**config.mk**
```make
export PLATFORM = sky130hd
export DESIGN_NAME = dmem_port_arbiter
export DESIGN_NICKNAME = d
export VERILOG_FILES = /design/src/rtl/dmem_arb_pkg.sv /design/src/rtl/kb_code_fifo.sv /design/src/rtl/dmem_port_arbiter.sv
export SDC_FILE = /design/constraint.sdc
export NUM_CORES = 1
export LEC_CHECK = 0
export ABC_AREA = 1
export BUFFER_PORTS_ARGS = -buffer_cell sky130_fd_sc_hd__buf_2
export CORE_ASPECT_RATIO = 1.4
export CORE_MARGIN = 3
export CORE_UTILIZATION = 44
export CTS_BUF_LIST = sky130_fd_sc_hd__clkbuf_8
export CTS_CLUSTER_DIAMETER = 60
export DETAILED_ROUTE_END_ITERATION = 12
export GPL_ROUTABILITY_DRIVEN = 0
export GPL_TIMING_DRIVEN = 0
export PLACE_DENSITY = 0.78
export SKIP_LAST_GASP = 1
export SLEW_MARGIN = 20
export SYNTH_ARGS = -nofsm -noshare
export SYNTH_HDL_FRONTEND = slang
export SYNTH_SLANG_ARGS = --single-unit
```
**constraint.sdc**
```tcl
create_clock -name clk -period 2.5 [get_ports clk]
set_clock_uncertainty 0.1 [all_clocks]
set_input_delay 0.5 -clock clk [delete_from_list [all_inputs] [get_ports clk]]
set_output_delay 0.5 -clock clk [all_outputs]
set_load 0.02 [all_outputs]
```
**src/rtl/dmem_arb_pkg.sv**
```systemverilog
// Shared types and default addresses for the data-memory port arbiter.
package dmem_arb_pkg;

  typedef enum logic [1:0] {
    IDLE,
    CPU_WAIT,
    KB_WAIT,
    DISP_WAIT
  } arb_state_e;

  typedef enum logic [1:0] {
    GNT_NONE,
    GNT_CPU,
    GNT_KB,
    GNT_DISP
  } gnt_src_e;

  localparam logic [31:0] DEF_KB_ADDR    = 32'd10;
  localparam logic [31:0] DEF_MONEY_ADDR = 32'd20;

endpackage

```
**src/rtl/kb_code_fifo.sv**
```systemverilog
// Small synchronous FIFO buffering PS/2 key codes until the memory port is free.
module kb_code_fifo #(
  parameter int DEPTH = 4
) (
  input  logic       clk,
  input  logic       rstin,
  input  logic       push,
  input  logic [7:0] din,
  input  logic       pop,
  output logic [7:0] dout,
  output logic       full,
  output logic       empty
);

  localparam int AW = $clog2(DEPTH);

  logic [7:0]    mem [DEPTH];
  logic [AW-1:0] rd_ptr;
  logic [AW-1:0] wr_ptr;
  logic [AW:0]   count;
  logic          do_push;
  logic          do_pop;

  assign empty   = (count == '0);
  assign full    = (count == (AW+1)'(DEPTH));
  assign do_pop  = pop && !empty;
  // A pop in the same cycle frees the slot, so a push into a full FIFO still lands.
  assign do_push = push && (!full || do_pop);
  assign dout    = mem[rd_ptr];

  always_ff @(posedge clk or negedge rstin) begin
    if (!rstin) begin
      rd_ptr <= '0;
      wr_ptr <= '0;
      count  <= '0;
    end else begin
      if (do_push) wr_ptr <= wr_ptr + 1'b1;
      if (do_pop)  rd_ptr <= rd_ptr + 1'b1;
      case ({do_push, do_pop})
        2'b10:   count <= count + 1'b1;
        2'b01:   count <= count - 1'b1;
        default: ;
      endcase
    end
  end

  always_ff @(posedge clk) begin
    if (do_push) mem[wr_ptr] <= din;
  end

endmodule

```
**src/rtl/dmem_port_arbiter.sv**
```systemverilog
// Arbitrates the single data-memory port between CPU, buffered key-code writes
// and the periodic money-word read for the display.
module dmem_port_arbiter
  import dmem_arb_pkg::*;
#(
  parameter logic [31:0] KB_ADDR        = DEF_KB_ADDR,
  parameter logic [31:0] MONEY_ADDR     = DEF_MONEY_ADDR,
  parameter int          KB_DEPTH       = 4,
  parameter int          REFRESH_PERIOD = 1024,
  parameter int          STARVE_LIMIT   = 16
) (
  input  logic        clk,
  input  logic        rstin,
  input  logic        cpu_req,
  input  logic        cpu_we,
  input  logic [31:0] cpu_addr,
  input  logic [31:0] cpu_wdata,
  output logic        cpu_ack,
  output logic [31:0] cpu_rdata,
  input  logic        kb_valid,
  input  logic [7:0]  kb_code,
  output logic        kb_overflow,
  output logic [9:0]  money,
  output logic        money_valid,
  output logic        mem_we,
  output logic [31:0] mem_addr,
  output logic [31:0] mem_wdata,
  input  logic [31:0] mem_rdata
);

  localparam int SW = $clog2(STARVE_LIMIT + 1);
  localparam int RW = $clog2(REFRESH_PERIOD);

  arb_state_e    state;
  arb_state_e    state_nxt;
  gnt_src_e      gnt;
  logic          fifo_full;
  logic          fifo_empty;
  logic [7:0]    fifo_head;
  logic          kb_pop;
  logic [SW-1:0] starve_cnt;
  logic          starved;
  logic [RW-1:0] refresh_cnt;
  logic          refresh_wrap;
  logic          refresh_pending;
  logic          cpu_we_q;
  logic [31:0]   rdata_q;

  kb_code_fifo #(
    .DEPTH(KB_DEPTH)
  ) u_kb_fifo (
    .clk  (clk),
    .rstin(rstin),
    .push (kb_valid),
    .din  (kb_code),
    .pop  (kb_pop),
    .dout (fifo_head),
    .full (fifo_full),
    .empty(fifo_empty)
  );

  assign starved      = (starve_cnt == SW'(STARVE_LIMIT));
  assign refresh_wrap = (refresh_cnt == RW'(REFRESH_PERIOD - 1));
  assign kb_pop       = (gnt == GNT_KB);

  always_comb begin
    gnt = GNT_NONE;
    if (state == IDLE) begin
      if (starved && !fifo_empty) gnt = GNT_KB;
      else if (cpu_req)           gnt = GNT_CPU;
      else if (!fifo_empty)       gnt = GNT_KB;
      else if (refresh_pending)   gnt = GNT_DISP;
    end
  end

  // Every op is one issue cycle in IDLE followed by exactly one wait cycle.
  always_comb begin
    state_nxt = IDLE;
    mem_we    = 1'b0;
    mem_addr  = '0;
    mem_wdata = '0;
    unique case (gnt)
      GNT_CPU: begin
        state_nxt = CPU_WAIT;
        mem_we    = cpu_we;
        mem_addr  = cpu_addr;
        mem_wdata = cpu_wdata;
      end
      GNT_KB: begin
        state_nxt = KB_WAIT;
        mem_we    = 1'b1;
        mem_addr  = KB_ADDR;
        mem_wdata = {24'd0, fifo_head};
      end
      GNT_DISP: begin
        state_nxt = DISP_WAIT;
        mem_addr  = MONEY_ADDR;
      end
      default: ;
    endcase
    // Keep the memory bus quiet while reset is held, even if the CPU is requesting.
    if (!rstin) begin
      mem_we    = 1'b0;
      mem_addr  = '0;
      mem_wdata = '0;
    end
  end

  always_ff @(posedge clk or negedge rstin) begin
    if (!rstin) begin
      state           <= IDLE;
      cpu_ack         <= 1'b0;
      cpu_we_q        <= 1'b0;
      rdata_q         <= '0;
      money           <= '0;
      money_valid     <= 1'b0;
      kb_overflow     <= 1'b0;
      starve_cnt      <= '0;
      refresh_cnt     <= '0;
      refresh_pending <= 1'b0;
    end else begin
      state   <= state_nxt;
      cpu_ack <= (gnt == GNT_CPU);
      if (gnt == GNT_CPU) cpu_we_q <= cpu_we;
      if (state == CPU_WAIT && !cpu_we_q) rdata_q <= mem_rdata;
      if (state == DISP_WAIT) begin
        money       <= mem_rdata[9:0];
        money_valid <= 1'b1;
      end
      if (kb_valid && fifo_full && !kb_pop) kb_overflow <= 1'b1;
      if (kb_pop || fifo_empty)        starve_cnt <= '0;
      else if (!starved)               starve_cnt <= starve_cnt + 1'b1;
      refresh_cnt <= refresh_wrap ? '0 : refresh_cnt + 1'b1;
      // A wrap landing on the completing read re-arms the request.
      if (refresh_wrap)             refresh_pending <= 1'b1;
      else if (state == DISP_WAIT)  refresh_pending <= 1'b0;
    end
  end

  // Load data is forwarded straight from memory in the ack cycle and held afterwards.
  assign cpu_rdata = (state == CPU_WAIT && !cpu_we_q) ? mem_rdata : rdata_q;

endmodule

```
==> qor.yml <==
cells_and_area:
  multi_input_area_um2: 2250
  drive_gt1_frac: 0.485
  register_area_um2: 2740
  syn_to_final_growth_pct: 50.6
  antennaDiodeCount: 0
  fillers: 797
  fin_cells: 929
  fin_nets: 904
timing:
  setup_viol: 67
  fmax_ghz: 0.340
  post-route-period-util: 1.18
  rsz0062_at_grt: "true"
  worst_slack_ns: -0.440
  period_needed_ns: 2.94
  relSlewSlack: 0.484
  final_hold_viol_count: 0
  tightest_slew_ns: 0.772
  maxSlewViolCount: 0
critical_path:
  r2r_setup_slack_ns: -0.06
  crit_fanout: 5
  worst_ep_required_time_ns: 1.90
  startpoint_type: "flip-flop"
  cp_data_arrival_time_ns: 2.34
  path_class: "flip-flop to output port"
  end_kind: "output port"
cts:
  clock_sinks: 103
  clk_root_buffer_cell: "clkbuf_8"
  cts_max_path_buffers: 2
  clock_latency_ns: 0.36
  clkTransAtPathRegs_ns: 0.10
  htreeDepth: 3
  numCtsBuffers: 9
  cts_tree: "done"
floorplan:
  die-area_um2: 12700
  std_cell_rows: 45
  fp.dieW_um: 96.0
  die_h_um: 132
  core-area_um2: 11000
  start_util: 0.455
  num_io_pins: 219
detailed_routing:
  dr.pass1.iters: 5
  drc_errors: 0
  wl_per_cell_um: 16.4
  drt-initial-drc-count: 223
  ant_nets: 0
  wirelength_um: 15300
  via_count: 4567
  avgViaCountPerCell: 4.92
run:
  maxCapViolCount: 0
power:
  irDropWorstVdd_mv: 0.705
  leakage_nw: 3.87
  powerDensity_nw_per_um2: 1040
logic_synthesis:
  ys_types: 37
  seq_area_frac_synth: 0.548
  yosysWarnings: 0
  synth.avg_cell_area_um2: 9.48
  synth.top_cells.by_area: "dfrtp_1 (36%), edfxtp_1 (19%), inv_1 (7.4%)"
  syn_nets: 648
  synth_top_cell_area_share: 0.356
  netlist.top_cell.by_area: "dfrtp_1"
  ys_ff_latch: 103
  synth_area_um2: 4990
  synth_cells: 527
status:
  status: "complete, but fails checks"
  failed_checks: "negative setup slack"
min_path:
  holdCritPathClass: "input pin to async pin"
place:
  port_buffers: 218
  pre_cts_ws_ns: -0.553
  post-dp-hpwl_um: 10900
  dp_cells: 887
grt:
  grt_pass1_wl_um: 22400
  grt_max_degree: 62
  antenna_found_initial: 0
  grt_pass1_vias: 4624
  overflow: 0
  track_usage: 0.227
-- Yosys cell counts --
library cell and n:
nand3b_4 1, nor3_1 3, or2_2 1, a21oi_1 17, buf_6 5, a21oi_2 1, nand4_1 3, nand3_2 2
nand2_4 1, dfrtp_1 71, ha_1 11, o21ai_4 1, o21ai_1 11, clkbuf_1 8, clkbuf_2 1, nand3b_1 1
buf_2 3, nor2_4 1, edfxtp_1 32, o21ai_0 41, fa_1 1, nand2_1 62, nor2_1 97, o211ai_1 1
inv_4 1, o31ai_1 2, xnor2_1 2, inv_1 99, and3_1 1, or2_1 1, xor2_1 8, mux2_2 2
nand2_2 3, nor3b_2 1, buf_4 2, mux2_4 20, nand3_1 9
-- per-stage QoR --
| step | setup TNS [ns] | utilization | power (mW) | hold WS, ns | instance area, um2 |
|---|---|---|---|---|---|
| floorplan | 0 | - | 4.91 | 0.104 | 5100 |
| global placement | -69.71 | 0.580 | 5.83 | 0.355 | 6360 |
| detailed placement | -42.12 | 0.582 | 6.00 | 0.292 | 6390 |
| CTS | -21.18 | 0.653 | 7.53 | 0.0549 | 7160 |
| global route | -34.25 | 0.685 | 8.25 | 0.0457 | 7520 |
| finish | -26.48 | 0.685 | 7.80 | 0.0506 | 7520 |
-- registers in the layout (all words and copies together) (netlist names) --
name,cells
money_valid,1
refresh_pending,1
cpu_we_q,1
u_kb_fifo.count,3
money,10
starve_cnt,5
u_kb_fifo.rd_ptr,2
kb_overflow,1
cpu_ack,1
u_kb_fifo.mem,32
u_kb_fifo.wr_ptr,2
refresh_cnt,10
rdata_q,32
state,2
-- worst paths after layout --
| kind | startpoint | endpoint | depth (start not counted) |
|---|---|---|---|
| worst max-delay path | starve_cnt[0]$_DFFE_PN0P_ | mem_addr[4] | 13 |
| worst min-delay path | rstin | rdata_q[18]$_DFF_PN0_ | 2 |
| worst max register to register | starve_cnt[0]$_DFFE_PN0P_ | u_kb_fifo.count[1]$_DFFE_PN0P_ | 14 |
| worst min register to register | money[5]$_DFFE_PN0P_ | money[5]$_DFFE_PN0P_ | 2 |
| max in group asynchronous | rstin | rdata_q[12]$_DFF_PN0_ | 2 |
| min in group clk | kb_code[4] | u_kb_fifo.mem[2][4]$_DFFE_PP_ | 1 |
-- layout make-up --
cell class	count	area share
inverters	100	0.0509
multi-input cells	307	0.299
repair buffers	244	0.209
flip-flops and latches	103	0.364
well taps	141	0.0235
plain buffers	18	0.0276
clock inverters	7	0.00949
clock buffers	9	0.0165
-- layout by cell type, fill, tap and decap left out, types with 3 or more instances in the layout --
cell,count
buf_4,28
nand2_8,3
nor2_4,17
buf_2,178
dfrtp_1,71
nand4_1,3
clkbuf_1,3
edfxtp_1,32
buf_6,42
a21oi_1,6
buf_8,4
a21oi_4,10
nand2_2,15
ha_1,7
nor2_2,11
inv_1,94
nand2_4,7
xor2_1,8
inv_4,3
clkbuf_8,11
nor2_1,70
nand2_1,43
ha_4,4
o21ai_0,34
o21ai_1,17
nand3_1,8
inv_2,4
mux2_4,20
-- layer usage --
metal	up-vias	wire length [um]	global-route usage
met5	-	0	0
met2	209	8190	0.419
met4	0	382	0.0649
met1	2177	5500	0.260
li1	2156	-	-
met3	25	1200	0.0405
-- report_power, final --
group | switching (mW) | leakage [nW] | internal (mW)
Clock | 0.588 | 0.0936 | 0.464
Combinational | 2.48 | 2.62 | 1.71
Sequential | 0.240 | 1.15 | 2.31
Total | 3.31 | 3.87 | 4.49
-- logic make-up after synthesis --
kind of cell             share of synthesized area
adder cells (fa/ha/maj)                     0.0316
XOR/XNOR                                    0.0175
flip-flops                                   0.548
AO/OA/AOI/OAI                               0.0787
buffers and inverters                        0.100
multiplexers                                0.0646
AND/OR/NAND/NOR                              0.159
-- critical path, stage by stage, from the launching register on --
cell and delay (ns):
dfrtp_1 0.41, inv_2 0.09, ha_4 0.14, nand2_4 0.05
nor2_4 0.15, nand2_4 0.09, a21oi_4 0.17, buf_6 0.13
inv_4 0.04, ha_4 0.20, buf_12 0.14, a21oi_2 0.14
nor3_2 0.06, buf_4 0.16
-- timing repair --
item,CTS,global route
pin swaps,13,14
cloned,7,1
resized for setup,106,101
setup endpoints to repair,99,105
endpoints found under the hold margin,16,0
setup buffers,14,4
hold buffers,1,0
Power figures use the tool's default switching activity.
